==> src/rtl/sap_bus_pkg.sv <==
// sap_bus_pkg: shared W-bus widths and driver-enable helpers
package sap_bus_pkg;
    localparam int BUS_W  = 8;
    localparam int NDRV   = 4;
    localparam int DROP_W = 4;
    function automatic logic [4:0] popcount_drv(input logic [15:0] g);
        logic [4:0] c;
        c = '0;
        for (int i = 0; i < 16; i++) c = c + 5'(g[i]);
        return c;
    endfunction
endpackage

==> src/rtl/sap_fwft_fifo.sv <==
// sap_fwft_fifo: first-word-fall-through buffer with a registered head output
module sap_fwft_fifo #(
    parameter int WIDTH = 8,
    parameter int DEPTH = 2
) (
    input  logic             CLK,
    input  logic             CLR,
    input  logic             push,
    input  logic             pop,
    input  logic [WIDTH-1:0] din,
    output logic [WIDTH-1:0] dout,
    output logic             empty,
    output logic             full
);
    localparam int AW = $clog2(DEPTH);
    localparam logic [AW:0] OCC_FULL = DEPTH[AW:0];
    logic [WIDTH-1:0] mem [DEPTH];
    logic [AW-1:0] rd_ptr, wr_ptr, rd_next;
    logic [AW:0] occ, occ_left, occ_next;
    logic do_push, do_pop;
    assign empty = occ == '0;
    assign full  = occ == OCC_FULL;
    always_comb begin
        do_pop   = pop & ~empty;
        do_push  = push & (~full | do_pop);
        rd_next  = do_pop ? rd_ptr + AW'(1) : rd_ptr;
        occ_left = do_pop ? occ - (AW+1)'(1) : occ;
        occ_next = do_push ? occ_left + (AW+1)'(1) : occ_left;
    end
    always_ff @(posedge CLK)
        if (do_push && !CLR) mem[wr_ptr] <= din;
    // dout tracks the next head so it holds its last value once the buffer drains
    always_ff @(posedge CLK) begin
        if (CLR) begin
            rd_ptr <= '0;
            wr_ptr <= '0;
            occ    <= '0;
            dout   <= '0;
        end else begin
            if (do_push) wr_ptr <= wr_ptr + AW'(1);
            rd_ptr <= rd_next;
            occ    <= occ_next;
            if (occ_next != '0) dout <= (occ_left == '0) ? din : mem[rd_next];
        end
    end
endmodule

==> src/rtl/sap_bus_receiver.sv <==
// sap_bus_receiver: captures the W-bus when exactly one driver is enabled, flags float/contention/overflow
module sap_bus_receiver #(
    parameter int WIDTH = sap_bus_pkg::BUS_W,
    parameter int NDRV  = sap_bus_pkg::NDRV,
    parameter int DEPTH = 2
) (
    input  logic                           CLK,
    input  logic                           CLR,
    input  logic [WIDTH-1:0]               BUS,
    input  logic [NDRV-1:0]                G,
    input  logic                           LD,
    output logic [WIDTH-1:0]               Q,
    output logic                           QV,
    input  logic                           QR,
    output logic                           FULL,
    output logic                           ERR_FLT,
    output logic                           ERR_CON,
    output logic                           ERR_OVF,
    input  logic                           ERR_CLR,
    output logic [sap_bus_pkg::DROP_W-1:0] DROPS
);
    import sap_bus_pkg::*;
    logic [4:0] n;
    logic empty, pop, push, flt, con, ovf, rej;
    always_comb begin
        n    = popcount_drv(16'(G));
        pop  = QV & QR;
        flt  = LD & (n == 5'd0);
        con  = LD & (n >= 5'd2);
        ovf  = LD & (n == 5'd1) & FULL & ~pop;
        push = LD & (n == 5'd1) & (~FULL | pop);
        rej  = flt | con | ovf;
    end
    assign QV = ~empty;
    sap_fwft_fifo #(.WIDTH(WIDTH), .DEPTH(DEPTH)) u_fifo (
        .CLK  (CLK),
        .CLR  (CLR),
        .push (push),
        .pop  (pop),
        .din  (BUS),
        .dout (Q),
        .empty(empty),
        .full (FULL)
    );
    // a rejection in the same cycle as ERR_CLR survives the clear
    always_ff @(posedge CLK) begin
        if (CLR) begin
            ERR_FLT <= 1'b0;
            ERR_CON <= 1'b0;
            ERR_OVF <= 1'b0;
            DROPS   <= '0;
        end else begin
            ERR_FLT <= (ERR_FLT & ~ERR_CLR) | flt;
            ERR_CON <= (ERR_CON & ~ERR_CLR) | con;
            ERR_OVF <= (ERR_OVF & ~ERR_CLR) | ovf;
            DROPS   <= ERR_CLR ? DROP_W'(rej) : (rej && DROPS != '1) ? DROPS + DROP_W'(1) : DROPS;
        end
    end
endmodule

==> config.mk <==
export PLATFORM = sky130hd
export DESIGN_NAME = sap_bus_receiver
export DESIGN_NICKNAME = d
export VERILOG_FILES = /design/src/rtl/sap_bus_pkg.sv /design/src/rtl/sap_fwft_fifo.sv /design/src/rtl/sap_bus_receiver.sv
export SDC_FILE = /design/constraint.sdc
export NUM_CORES = 1
export LEC_CHECK = 0
export CAP_MARGIN = 10
export CORE_MARGIN = 8
export CORE_UTILIZATION = 55
export DETAILED_ROUTE_END_ITERATION = 8
export PLACE_DENSITY = 0.84
export SLEW_MARGIN = 20
export SYNTH_ARGS = -nofsm -noshare
export SYNTH_HDL_FRONTEND = slang
export SYNTH_SLANG_ARGS = --single-unit
==> constraint.sdc <==
create_clock -name CLK -period 11.85 [get_ports CLK]
set_clock_uncertainty 0.05 [all_clocks]
set_input_delay 2.9625 -clock CLK [delete_from_list [all_inputs] [get_ports CLK]]
set_output_delay 2.9625 -clock CLK [all_outputs]
set_load 0.03 [all_outputs]
==> metrics.md <==
| Metric | Value |
|---|---|
| All-Layer GR Usage | 0.143 |
| Post-Syn Area | 0.00178 mm^2 |
| Antenna Nets Post-Route | 0 |
| Post-synth ARST share | 0 |
| Die Height | 72.8 um |
| Die Wd | between 70 and 80 um |
| Crit path time final | between 6 and 7 ns |
| Die area | 0.00530 mm^2 |
| H-tree levels | 2 |
| Initial Util | 0.582 |
| Setup Buffers After CTS | 0 |
| Initial antenna violation count | 0 |
| CP required | around 12 ns |
| Clock-pin transition on the worst setup and hold timing paths | between 0.1 and 0.15 ns |
| Total Nets Final | approximately 220 |
| Setup TNS | 0 ns |
| Sequential cell area | 861 um^2 |
| Vias in the first global route | about 1300 |
| Detailed router's first-iteration violation count | 86 |
| MaxCap Viol Count | 0 |
| Max Slew Vio Count | 0 |
| Cell area power density | between 200 and 250 mW/mm^2 |
| Unrepaired setup endpoints after global routing | no |
| Buffers on Ports | 33 |
| TritonCTS Buffers | 5 |
| First-pass GRT wire length | roughly 6000 um |
| Grt total ovfl | 0 |
| Library cells used by synthesis | 35 |
| Layout cells sized above 1 | 0.0872 |
| Largest net degree at the start of global routing | 30 |
| Number of synthesized flops with an enable pin | 16 |
| Sequential share of the synthesized area | 0.485 |
| Rows | 20 |
| CTS root buf | clkbuf_4 |
| Hold_buf cts | 0 |
| Peak fanout along the critical path | 8 |
| Clock sink count | 35 |
| Vias per cell | approximately 5.5 |
| Met2 usage | 0.251 |
| Largest area contributor in the netlist | edfxtp_1 |
| Drt pass-1 iters | 4 |
| Worst skew pair latency | roughly 0.33 ns |
| Top post-synthesis cells by area | edfxtp_1 (27%), dfxtp_1 (21%), mux2i_1 (5.1%), nor3_1 (5.1%), ha_1 (4.9%) |
| Final GP Congestion | a little under 0.8 |
| Pleak | 0.830 nW |
| Post-synth top flop | dfxtp_1 |
| Synthesized flop and latch total | 35 |
| Status | finished clean |
| Area Growth Syn to Fin | 23.5% |
| CP Data Arrival Time | just over 6 ns |
| Post-DP HPWL | roughly 2700 um |
| Met3 Use GR | 0.0508 |
| Worst Hold Slack | 0.434 ns |
| Total Power | ~0.50 mW |
| Via count | between 1000 and 1500 |
| CP endpoint kind | flip-flop |
| Core area | approximately 0.0031 mm^2 |
| DR WL/cell | 15.3 um |
| Commonest cells in the netlist | dfxtp_1 (19), nor3_1 (18), edfxtp_1 (16) |
| Grt met1 use | 0.150 |
| GR peak layer | met2 |
| Final setup fails | 0 |
| HP Class | reg2reg |
| Post-Synthesis Cells | 161 |
| Ports | 34 |
| Maximum VDD drop | roughly 0.00020 V |
| Period utilization | 0.528 |
| Synth warn | 0 |
| WL final | between 3000 and 4000 um |
| Synth Net Count | ~190 |
| Post-synth top area share | 0.271 |
| TritonCTS clock tree | done |
| Fmax | ~160 MHz |
| Max-slew headroom | 0.263 |
| Worst slew pin tran | approximately 1.1 ns |
| Diodes inserted | 0 |
| Synth Area per Inst | 11.0 um^2 |
| DRC Markers | 0 |
| Final Core Density | 0.718 |
| CP Launch Type | input pin |
| # fillers | 232 |
| Area occupied by multi-input gates | 811 um^2 |
| Max clock buf depth | 2 |
| Post-CTS Resized | 0 |
| Crit Path Category | in2reg |
| Hold Fails Final Rpt | 0 |
| Most frequent cell after synthesis | dfxtp_1 |
path summary, 6_finish.rpt:
kind,start,to,slack (ns),depth (start not counted)
worst max-delay path,G[0],u_fifo.mem[0][5],5.59,10
worst min-delay path,u_fifo.dout[1],u_fifo.dout[1],0.43,2
worst max register to register,u_fifo.occ[0],u_fifo.dout[0],8.52,10
worst min register to register,u_fifo.dout[1],u_fifo.dout[1],0.43,2
worst max-delay path, stage by stage:
cell and delay [ns]:
clkdlybuf4s50_1 0.45, inv_1 0.05, fa_1 0.53, inv_1 0.04, ha_1 0.18, inv_1 0.06, ha_1 0.25, nand4bb_1 0.26
a21oi_1 0.43, nor3b_1 0.94
logic make-up after synthesis:
logic type / count (synthesis) / share of synthesized area
AOI/OAI and AO/OA: 15 / 0.0620
xor gates and xnor gates: 6 / 0.0507
adders and majority gates: 8 / 0.0606
buffers and inverters: 22 / 0.0585
DFF: 35 / 0.485
muxes: 9 / 0.0507
and+or+nand+nor: 66 / 0.233
power by group:
part	total, mW	internal (mW)	switching [mW]	leakage, nW
combinational	0.263	0.117	0.146	0.491
sequential	0.156	0.143	0.0126	0.300
clock	0.0835	0.0448	0.0387	0.0395
layer usage:
layer  vias up  share of wire
li1        637              -
met1       610           0.40
met2        46           0.52
met3        10          0.062
met4         0          0.024
met5         -              0
sequential cells by signal, indices dropped and copies added (netlist names):
register       count
u_fifo.rd_ptr      1
u_fifo.occ         2
ERR_CON            1
u_fifo.dout        8
u_fifo.mem        16
u_fifo.wr_ptr      1
ERR_FLT            1
ERR_OVF            1
DROPS              4
placed cells by master (no fill, tap or decap), drive strengths merged, types with 5 or more instances in the layout:
cell type	n
and2b	8
clkbuf	7
clkdlybuf4s50	33
dfxtp	19
edfxtp	16
ha	7
inv	14
mux2i	9
nand2b	9
nor2	9
nor2b	5
nor3	18
or4	8
xnor2	5
layout make-up:
type	count	share of cell area
clock buffers	7	0.0205
multi-input cells	104	0.370
flip-flops and latches	35	0.393
well taps	44	0.0251
clock inverters	1	0.0137
inverters	14	0.0240
repair buffers	34	0.154
per-stage QoR:
stage / cell area [um^2] / setup slack [ns] / cells
final: 2190 / 5.59 / 239
after global routing: 2190 / 5.37 / 239
after CTS: 2180 / 5.61 / 238
after detailed placement: 2110 / 5.24 / 230
after global placement: 2110 / 5.39 / 230
after floorplan: 1780 / 6.08 / 161
Power figures use the tool's default switching activity.
==> patch, RTL diff (config.mk and constraints unchanged) <==
Set the package constant `NDRV` to 8 (it was 4).
--- a/src/rtl/sap_bus_pkg.sv
+++ b/src/rtl/sap_bus_pkg.sv
@@ -1,7 +1,7 @@
 // sap_bus_pkg: shared W-bus widths and driver-enable helpers
 package sap_bus_pkg;
     localparam int BUS_W  = 8;
-    localparam int NDRV   = 4;
+    localparam int NDRV   = 8;
     localparam int DROP_W = 4;
     function automatic logic [4:0] popcount_drv(input logic [15:0] g);
         logic [4:0] c;
Interface: changed (resized G); port bits go from 34 to 38. No check against the original RTL was run, so the function may have changed too.
==> patch against the unedited design <==
  * Hold slack worse by 0.0065 ns
  * Setup slack got worse by 0.46 ns
  * Total power is 1.1% lower
  * Design area rose by 5.3%
  * Wire length rose by 4.0%
  * Synthesized area is 4.0% higher
  * Critical path type unchanged
  * Sequential cell count did not move
  * Non-clock buffer count grew 3
==> patch: results (changes against the unedited design) <==
STA
  • Worst-Margin Slew: 0.991 ns (-0.113 ns)
  • TNS Setup: 0 ns (unchanged)

Yosys
  • Synth cell types: 38 (+8.6%)
  • Post-synth EDFFs: 16 (unchanged)
  • Register area share after synthesis: 46.6% (-1.9 points)
  • Syn_nets: 204 (+9.7%)
  • Synth cell count leaders: 25 x inv_1, 19 x dfxtp_1, 16 x edfxtp_1
  • Largest cells by area after synthesis: edfxtp_1 26%, dfxtp_1 21%, mux2i_1 5.4%
  • Async set-reset flop share out of synthesis: 0% (unchanged)

Global routing
  • Largest net degree at the start of global routing: 30 (unchanged)
  • Number of global-route vias before repair: 1293 (-3.0%)
  • GRT Total Usage: 14.6% (+0.27 points)
  • Global-route wire length before repair: 6.04 mm (+1.0%)

Finish
  • Share of layout cells above drive strength 1: 10.4% (+1.7 points)
  • Ant diodes: 0 (unchanged)
  • Layout Nets: 243 (+11%)
  • Largest regs: u_fifo.mem x16, u_fifo.dout x8, DROPS x4

CTS
  • TritonCTS buffer count: 5 (unchanged)
  • Worst-path clk slew: 0.11 ns (about the same)
  • CTS root buffer: clkbuf_4
  • Setup bufs post-CTS: 0 (unchanged)
  • H-tree levels: 2 (unchanged)
  • Clock latency at the later pin of the worst-skew pair: between 0.3 and 0.4 ns

Pwr
  • Combinational Power Share: 54.9% (+2.5 points)
  • Sw Pwr: 0.000201 W (+2.1%)
  • Clk pwr: 0.0000610 W (-27%)
  • Worst vdd rail ir drop: 0.000126 V (-38%)
  • Leakage: 0.946 nW (+14%)
  • Sw Share: 40.5% (+1.3 points)

Place
  • Detail Placement HPWL: 2.93 mm (+9.6%)
  • Count of input and output buffers: 37 (+12%)
  • Placed cell area: 2250 um2 (+6.6%)
  • RePlAce Congestion: 0.774 (+0.44%)

Routing
  • DRT Wirelength: 3.79 mm (+4.0%)
  • DR iter-0 viols: 97 (+13%)
  • Via count: 1357 (+4.1%)

Setup path
  • Crit-path max FO: 8 (unchanged)
  • CP Data Arrival Time: 6.64 ns (+0.47 ns)
  • Worst path max stage delay: 0.60 ns (-0.34 ns)
  • Critical-path top delay cell: nor3b_2
  • Crit-path leading delay family: adder cells

Outcome
  • Status: complete, no violations
==> patch: stage by stage <==
stage	cells	setup slack (ns)	hold slack [ns]
after floorplan	172	5.23	0.444
after global placement	250	4.52	0.402
after detailed placement	250	4.35	0.408
after CTS	258	4.71	0.425
after global routing	258	4.90	0.461
final	258	5.13	0.427
==> patch: worst paths after layout <==
kind	startpoint	endpoint	slack (ns)	cells after the start
setup / recovery	G[0]	u_fifo.mem[1][6]$_DFFE_PP_	5.13	12
hold / removal	ERR_CON$_SDFF_PP0_	ERR_CON$_SDFF_PP0_	0.43	2
setup reg to reg	u_fifo.occ[0]$_SDFF_PP0_	u_fifo.mem[1][6]$_DFFE_PP_	9.53	6
hold reg to reg	ERR_CON$_SDFF_PP0_	ERR_CON$_SDFF_PP0_	0.43	2
==> patch: final cells by class <==
cell class | instances | area (um2)
tap | 46 | 57.6
fill | 237 | 977
timing repair buffer | 37 | 370
multi-input combinational | 107 | 876
sequential | 35 | 861
clock buffer | 8 | 48.8
inverter | 25 | 93.8
==> patch: per-layer routing <==
layer | track usage, % | up-vias | wire length (um)
met3 | 4.85 | 8 | 246
met4 | 6.65 | 0 | 80
li1 | - | 671 | -
met5 | 0 | - | 0
met2 | 24.4 | 38 | 1880
met1 | 16.3 | 640 | 1580
==> patch: kinds of logic (layout without fill, tap and decap cells) <==
family                   Yosys count  count (layout)  share of synthesized area, %
XOR/XNOR                           4               4                          3.32
multiplexers                      19              19                          11.1
AO/OA/AOI/OAI                     33              33                          10.5
AND/OR/NAND/NOR                   40              40                          12.9
flip-flops                        35              35                          46.6
adder cells (fa/ha/maj)           11              11                          9.08
buffers and inverters             30              70                          6.50
==> patch: tightest hold or removal path, cell delays in order (launching register included) <==
cell and delay, ns:
dfxtp_1 0.33, nand2_1 0.06, a21oi_1 0.05
